<file path="config.mk">
export PLATFORM = sky130hd
export DESIGN_NAME = lzc_seq
export DESIGN_NICKNAME = d
export VERILOG_FILES = /design/src/rtl/lzc_seq.sv
export SDC_FILE = /design/constraint.sdc
export NUM_CORES = 1
export LEC_CHECK = 0
export CORE_AREA = 2 2 83 85
export CTS_CLUSTER_SIZE = 40
export DETAILED_ROUTE_END_ITERATION = 10
export DIE_AREA = 0 0 85 87
export GPL_TIMING_DRIVEN = 0
export PLACE_DENSITY = 0.84
export SKIP_LAST_GASP = 1
export SYNTH_ARGS = -nofsm -noshare
export SYNTH_HDL_FRONTEND = slang
export SYNTH_SLANG_ARGS = --single-unit
</file>
<file path="constraint.sdc">
create_clock -name clk -period 3.9 [get_ports clk]
set_input_delay 0.975 -clock clk [delete_from_list [all_inputs] [get_ports clk]]
set_output_delay 0.975 -clock clk [all_outputs]
set_load 0.03 [all_outputs]
</file>
<file path="src/rtl/lzc_seq.sv">
// ---------------------------------------------------------------------------
// lzc_seq -- sequential leading-zero counter
//
// Accepts one WIDTH-bit word, then scans it CHUNK bits per clock starting at
// the most significant chunk. The first nonzero chunk fixes the result:
//   o_cnt = chunk_index * CHUNK + leading zeros inside that chunk.
// An all-zero word produces o_cnt = WIDTH and o_zero = 1.
//
// Build option:
//   LZC_SEQ_EARLY_EXIT_EN  defined   -> leave SCAN as soon as the first nonzero
//                                       chunk is seen (data-dependent latency)
//                          undefined -> always scan all NCHUNK chunks
//                                       (fixed latency of NCHUNK+1 cycles)
//   The reported o_cnt / o_zero values are the same in both builds.
//
// Ports:
//   clk          in   clock, all state updates on the rising edge
//   rst          in   synchronous active-high reset, beats every handshake
//   i_valid      in   input word valid
//   o_ready      out  block is IDLE and can take a word
//   i_data       in   [WIDTH-1:0] word to scan
//   o_valid      out  result valid (state DONE)
//   i_ready      in   downstream takes the result
//   o_cnt        out  [$clog2(WIDTH):0] leading-zero count, 0..WIDTH
//   o_zero       out  captured word was all zeros
//   o_dbg_state  out  [1:0] current FSM state (0 IDLE, 1 SCAN, 2 DONE)
//
// Handshake semantics (both sides): a transfer happens on a rising edge where
// valid and ready are both high. o_valid, once high, stays high with o_cnt and
// o_zero unchanged until that transfer. o_ready depends only on the FSM state,
// never on i_valid, and is low from acceptance until the cycle after the
// result transfer, so a word is never accepted in the same cycle a result
// leaves.
// ---------------------------------------------------------------------------
module lzc_seq #(
  parameter int WIDTH = 64,
  parameter int CHUNK = 8
) (
  input  logic                     clk,
  input  logic                     rst,
  input  logic                     i_valid,
  output logic                     o_ready,
  input  logic [WIDTH-1:0]         i_data,
  output logic                     o_valid,
  input  logic                     i_ready,
  output logic [$clog2(WIDTH):0]   o_cnt,
  output logic                     o_zero,
  output logic [1:0]               o_dbg_state
);

  localparam int NCHUNK   = WIDTH / CHUNK;
  localparam int IW       = (NCHUNK > 1) ? $clog2(NCHUNK) : 1;
  localparam int CW       = $clog2(CHUNK) + 1;
  localparam int CNTW     = $clog2(WIDTH) + 1;
  localparam int CSH      = $clog2(CHUNK);
  localparam logic [IW-1:0]   LAST_IDX  = IW'(NCHUNK - 1);
  localparam logic [CNTW-1:0] ALL_ZERO  = CNTW'(WIDTH);

  typedef enum logic [1:0] {
    S_IDLE = 2'd0,
    S_SCAN = 2'd1,
    S_DONE = 2'd2
  } state_t;

  // -------------------------------------------------------------------------
  // State and datapath registers
  // -------------------------------------------------------------------------
  state_t            state_q, state_d;
  logic [WIDTH-1:0]  data_q,  data_d;
  logic [IW-1:0]     idx_q,   idx_d;
  logic [CNTW-1:0]   cnt_q,   cnt_d;
  logic              zero_q,  zero_d;
  // Set once the first nonzero chunk has been latched; blocks later chunks
  // from overwriting the result when the full scan continues.
  logic              found_q, found_d;

  // -------------------------------------------------------------------------
  // Chunk selection: chunk 0 is the most significant CHUNK bits.
  // -------------------------------------------------------------------------
  logic [CHUNK-1:0]  chunks [NCHUNK];
  logic [CHUNK-1:0]  cur_chunk;
  logic [CW-1:0]     cur_lzc;
  logic              cur_nz;
  logic              cur_last;
  logic [CNTW-1:0]   cand_cnt;

  always_comb begin
    for (int c = 0; c < NCHUNK; c++) begin
      chunks[c] = data_q[WIDTH-1-c*CHUNK -: CHUNK];
    end
  end

  // Leading-zero count of one chunk; CHUNK when the chunk is all zeros.
  function automatic logic [CW-1:0] chunk_lzc(input logic [CHUNK-1:0] c);
    logic [CW-1:0] n;
    logic          hit;
    n   = CW'(CHUNK);
    hit = 1'b0;
    for (int i = CHUNK - 1; i >= 0; i--) begin
      if (!hit && c[i]) begin
        n   = CW'(CHUNK - 1 - i);
        hit = 1'b1;
      end
    end
    return n;
  endfunction

  always_comb begin
    cur_chunk = chunks[idx_q];
    cur_lzc   = chunk_lzc(cur_chunk);
    cur_nz    = |cur_chunk;
    cur_last  = (idx_q == LAST_IDX);
    // CHUNK is a power of two, so idx*CHUNK is a plain shift.
    cand_cnt  = (CNTW'(idx_q) << CSH) + CNTW'(cur_lzc);
  end

  // -------------------------------------------------------------------------
  // Next-state and datapath update
  // -------------------------------------------------------------------------
  always_comb begin
    state_d = state_q;
    data_d  = data_q;
    idx_d   = idx_q;
    cnt_d   = cnt_q;
    zero_d  = zero_q;
    found_d = found_q;

    case (state_q)
      S_IDLE: begin
        // o_ready is high in IDLE, so i_valid alone completes the handshake.
        if (i_valid) begin
          data_d  = i_data;
          idx_d   = '0;
          cnt_d   = '0;
          zero_d  = 1'b0;
          found_d = 1'b0;
          state_d = S_SCAN;
        end
      end

      S_SCAN: begin
        if (!found_q && cur_nz) begin
          cnt_d   = cand_cnt;
          zero_d  = 1'b0;
          found_d = 1'b1;
        end else if (!found_q && cur_last) begin
          cnt_d   = ALL_ZERO;
          zero_d  = 1'b1;
        end

        // idx stops at the last chunk; it never wraps.
        if (!cur_last) begin
          idx_d = idx_q + IW'(1);
        end

`ifdef LZC_SEQ_EARLY_EXIT_EN
        if (cur_nz || cur_last) begin
          state_d = S_DONE;
        end
`else
        if (cur_last) begin
          state_d = S_DONE;
        end
`endif
      end

      S_DONE: begin
        if (i_ready) begin
          state_d = S_IDLE;
        end
      end

      default: begin
        state_d = S_IDLE;
      end
    endcase
  end

  always_ff @(posedge clk) begin
    if (rst) begin
      state_q <= S_IDLE;
      data_q  <= '0;
      idx_q   <= '0;
      cnt_q   <= '0;
      zero_q  <= 1'b0;
      found_q <= 1'b0;
    end else begin
      state_q <= state_d;
      data_q  <= data_d;
      idx_q   <= idx_d;
      cnt_q   <= cnt_d;
      zero_q  <= zero_d;
      found_q <= found_d;
    end
  end

  // -------------------------------------------------------------------------
  // Outputs
  // -------------------------------------------------------------------------
  assign o_ready     = (state_q == S_IDLE);
  assign o_valid     = (state_q == S_DONE);
  assign o_cnt       = cnt_q;
  assign o_zero      = zero_q;
  assign o_dbg_state = state_q;

endmodule

</file>
==> reports/metrics.cfg <==
[setup_path]
crit_path_start_kind = flip-flop
crit_path_max_fanout = 10
crit_arrival_ps = 3050
critPathKind = flip-flop to flip-flop
cp.required_ps = 4150
startpoint = idx_q[0]
end_kind = flip-flop
regToRegStartpoint = idx_q[0]

[route]
drc = 0
wl_per_cell_um = 15.6
routed_wl_um = 8850
drtIter0Drc = 185
via_per_inst = 5.51
antenna_left = 0
dr.pass1.iters = 5
vias = 3130

[cells_and_area]
postLayoutCoreUtil_pct = 68.9
synthToLayoutAreaGrowth_pct = 31.2
antenna_cells = 0
nNetsFinal = 555
final_layout_size_suffix_gt1_share_pct = 9.02

[outcome]
status = completed

[logic_synthesis]
synthCells = 393
synth.top_cell.area_share_pct = 45.3
synthesis.nets = 465
netlist_area_sq_um = 3450
yosysTopAreaCell = dfxtp_1
synth.distinct_cells = 33
avgSynthCellArea_sq_um = 8.77
synth_top_cells_by_area = dfxtp_1 (45%), nand2_1 (15%), mux4_2 (10%)
ys_warn_count = 0
ys_seq_area_share_pct = 45.3
yosys_register_bits = 78

[job]
maxCapViolCount = 0

[timing]
clock.fmax_ghz = 0.356
tightest_slew_ps = 567
max_slew_margin_pct = 62.2
drv_slew = 0
fin_crit_ps = 2810
setup_viol_count_final = 0
finalCritPeriodShare_pct = 71.9
tns_ps = 0
skew_ps = 11.4
finalHoldViolCount = 0
rsz0062_at_grt = no

[floorplan]
dieHeight_um = 87
rows = 30
dieArea_sq_um = 7400
start_util_pct = 52.5
io_pins = 80
die_w_um = 85
coreArea_sq_um = 6570

[placement]
globalplace.congestion = 0.801
numPortBuffers = 79
dpl.hpwl_um = 6700

[clock_tree]
cts_tree = built
path_clk_slew_ps = 90
post_cts_buffers = 0
cts_root_buffer = clkbuf_8
clockBufferDepth = 2
holdBufCountCts = 0
cts_resized = 0
numClockSinks = 78
clkLatencyLatePin_ps = 360
cts.htree.levels = 3
numCtsBuffers = 9

[grt]
top_usage_layer = met2
grt_max_degree = 17
grt_use_total_pct = 24.2
met2_usage_pct = 40.3
grt_pass1_wl_um = 13700
grt_pass1_vias = 2945
grt.overflow.total = 0
met1_usage_pct = 29.9
antenna_found_initial = 0
met3_usage_pct = 4.27

[hold_path]
hp-start = chunks[61]
hold_class = flip-flop to flip-flop

[pwr]
power-per-cell-area_nw_per_um2 = 388
power_leakage_nw = 1.67
ir_drop_v = 0.000338

registers in the layout, indices dropped and copies added (netlist names):
| register | cells |
|---|---|
| o_cnt | 7 |
| idx_q | 3 |
| chunks | 64 |
| o_dbg_state | 2 |
| o_zero | 1 |
| found_q | 1 |
layer usage:
| layer | vias up | wire length (um) |
|---|---|---|
| met5 | - | 0 |
| met2 | 109 | 4330 |
| met1 | 1476 | 3750 |
| li1 | 1518 | - |
| met4 | 0 | 286 |
| met3 | 27 | 478 |
area by class of cell:
| cell class | count | area (sq um) |
|---|---|---|
| Fill cell | 518 | 2040 |
| Clock buffer | 9 | 124 |
| Inverter | 3 | 11.3 |
| Clock inverter | 7 | 62.6 |
| Sequential cell | 78 | 1560 |
| Timing Repair Buffer | 79 | 791 |
| Multi-Input combinational cell | 284 | 1750 |
| Tap cell | 80 | 100 |
| Buffer | 28 | 124 |
path summary, 6_finish.rpt:
| check | endpoint | slack (ps) | cells after the start |
|---|---|---|---|
| worst max-delay path | o_cnt[5] | 1090 | 11 |
| worst min-delay path | chunks[61] | 460 | 2 |
| worst max register to register | o_cnt[5] | 1090 | 11 |
| worst min register to register | chunks[61] | 460 | 2 |
through the flow:
| stage | total power (W) | instance area (sq um) | hold slack [ps] | worst slack, ps | std cells |
|---|---|---|---|---|---|
| after global placement | 0.00118 | 4340 | 439 | 979 | 552 |
| after detailed placement | 0.00119 | 4340 | 448 | 941 | 552 |
| final | 0.00176 | 4530 | 458 | 1090 | 568 |
| after floorplan | 0.00106 | 3450 | 433 | 1430 | 393 |
| after global routing | 0.00182 | 4530 | 478 | 965 | 568 |
| after CTS | 0.00175 | 4530 | 460 | 1100 | 568 |
power by group:
| part | leakage [nW] | switching [W] | total [W] | internal (W) |
|---|---|---|---|---|
| Combinational | 0.940 | 0.000152 | 0.000300 | 0.000148 |
| Sequential | 0.639 | 0.0000299 | 0.000872 | 0.000842 |
| Clock | 0.0931 | 0.000337 | 0.000583 | 0.000246 |
worst max-delay path, cell delays in order, from the launching register on:
cell and delay [ps]:
dfxtp_1 390, buf_6 180, buf_2 270, mux4_2 390, mux2i_4 250, nand4_4 170, nor3_1 230, ha_1 200
ha_1 160, xnor2_1 130, nor2_1 50, mux2_1 280
cell usage in the layout, fill, tap and decap left out, drive strengths merged, types with 2 or more instances in the layout:
cell	synthesis	final
nor2	10	10
nand2	135	135
a22oi	4	4
nor3	4	4
mux2i	10	10
a21oi	67	67
nand3b	5	5
o22ai	2	2
buf	10	10
and3b	2	2
o21ai	4	4
nand2b	4	4
mux2	2	2
a31oi	2	2
inv	3	8
nor2b	4	4
ha	4	4
clkdlybuf4s50	0	79
clkbuf	18	27
o31ai	2	2
mux4	16	16
dfxtp	78	78
synthesized netlist by cell type:
library cell and count:
mux4_2 16, nor3_1 4, clkbuf_1 18, mux2i_2 1, and3b_1 2, mux2_4 1
nand2b_1 4, buf_2 3, nand3b_1 5, a31oi_1 2, o31a_4 1, nor2b_1 4
mux2i_4 3, mux2i_1 6, nor2_1 10, dfxtp_1 78, and4b_1 1, a22oi_1 4
nand2_1 135, buf_1 5, nand4_4 1, inv_1 3, xnor2_1 1, buf_6 2
nand3_1 1, or2b_1 1, mux2_1 1, ha_1 4, a221oi_1 1, o22ai_1 2
a21oi_1 67, o21ai_0 4, o31ai_1 2
cell families (layout without fill, tap and decap cells):
logic type,count (synthesis),in the layout,synth area share [%]
flip-flops,78,78,45.3
buffers and inverters,31,126,3.92
AND/OR/NAND/NOR,168,168,20.7
adder cells (fa/ha/maj),4,4,1.45
XOR/XNOR,1,1,0.254
multiplexers,28,28,15.3
AO/OA/AOI/OAI,83,83,13.1
Power figures use the tool's default switching activity.
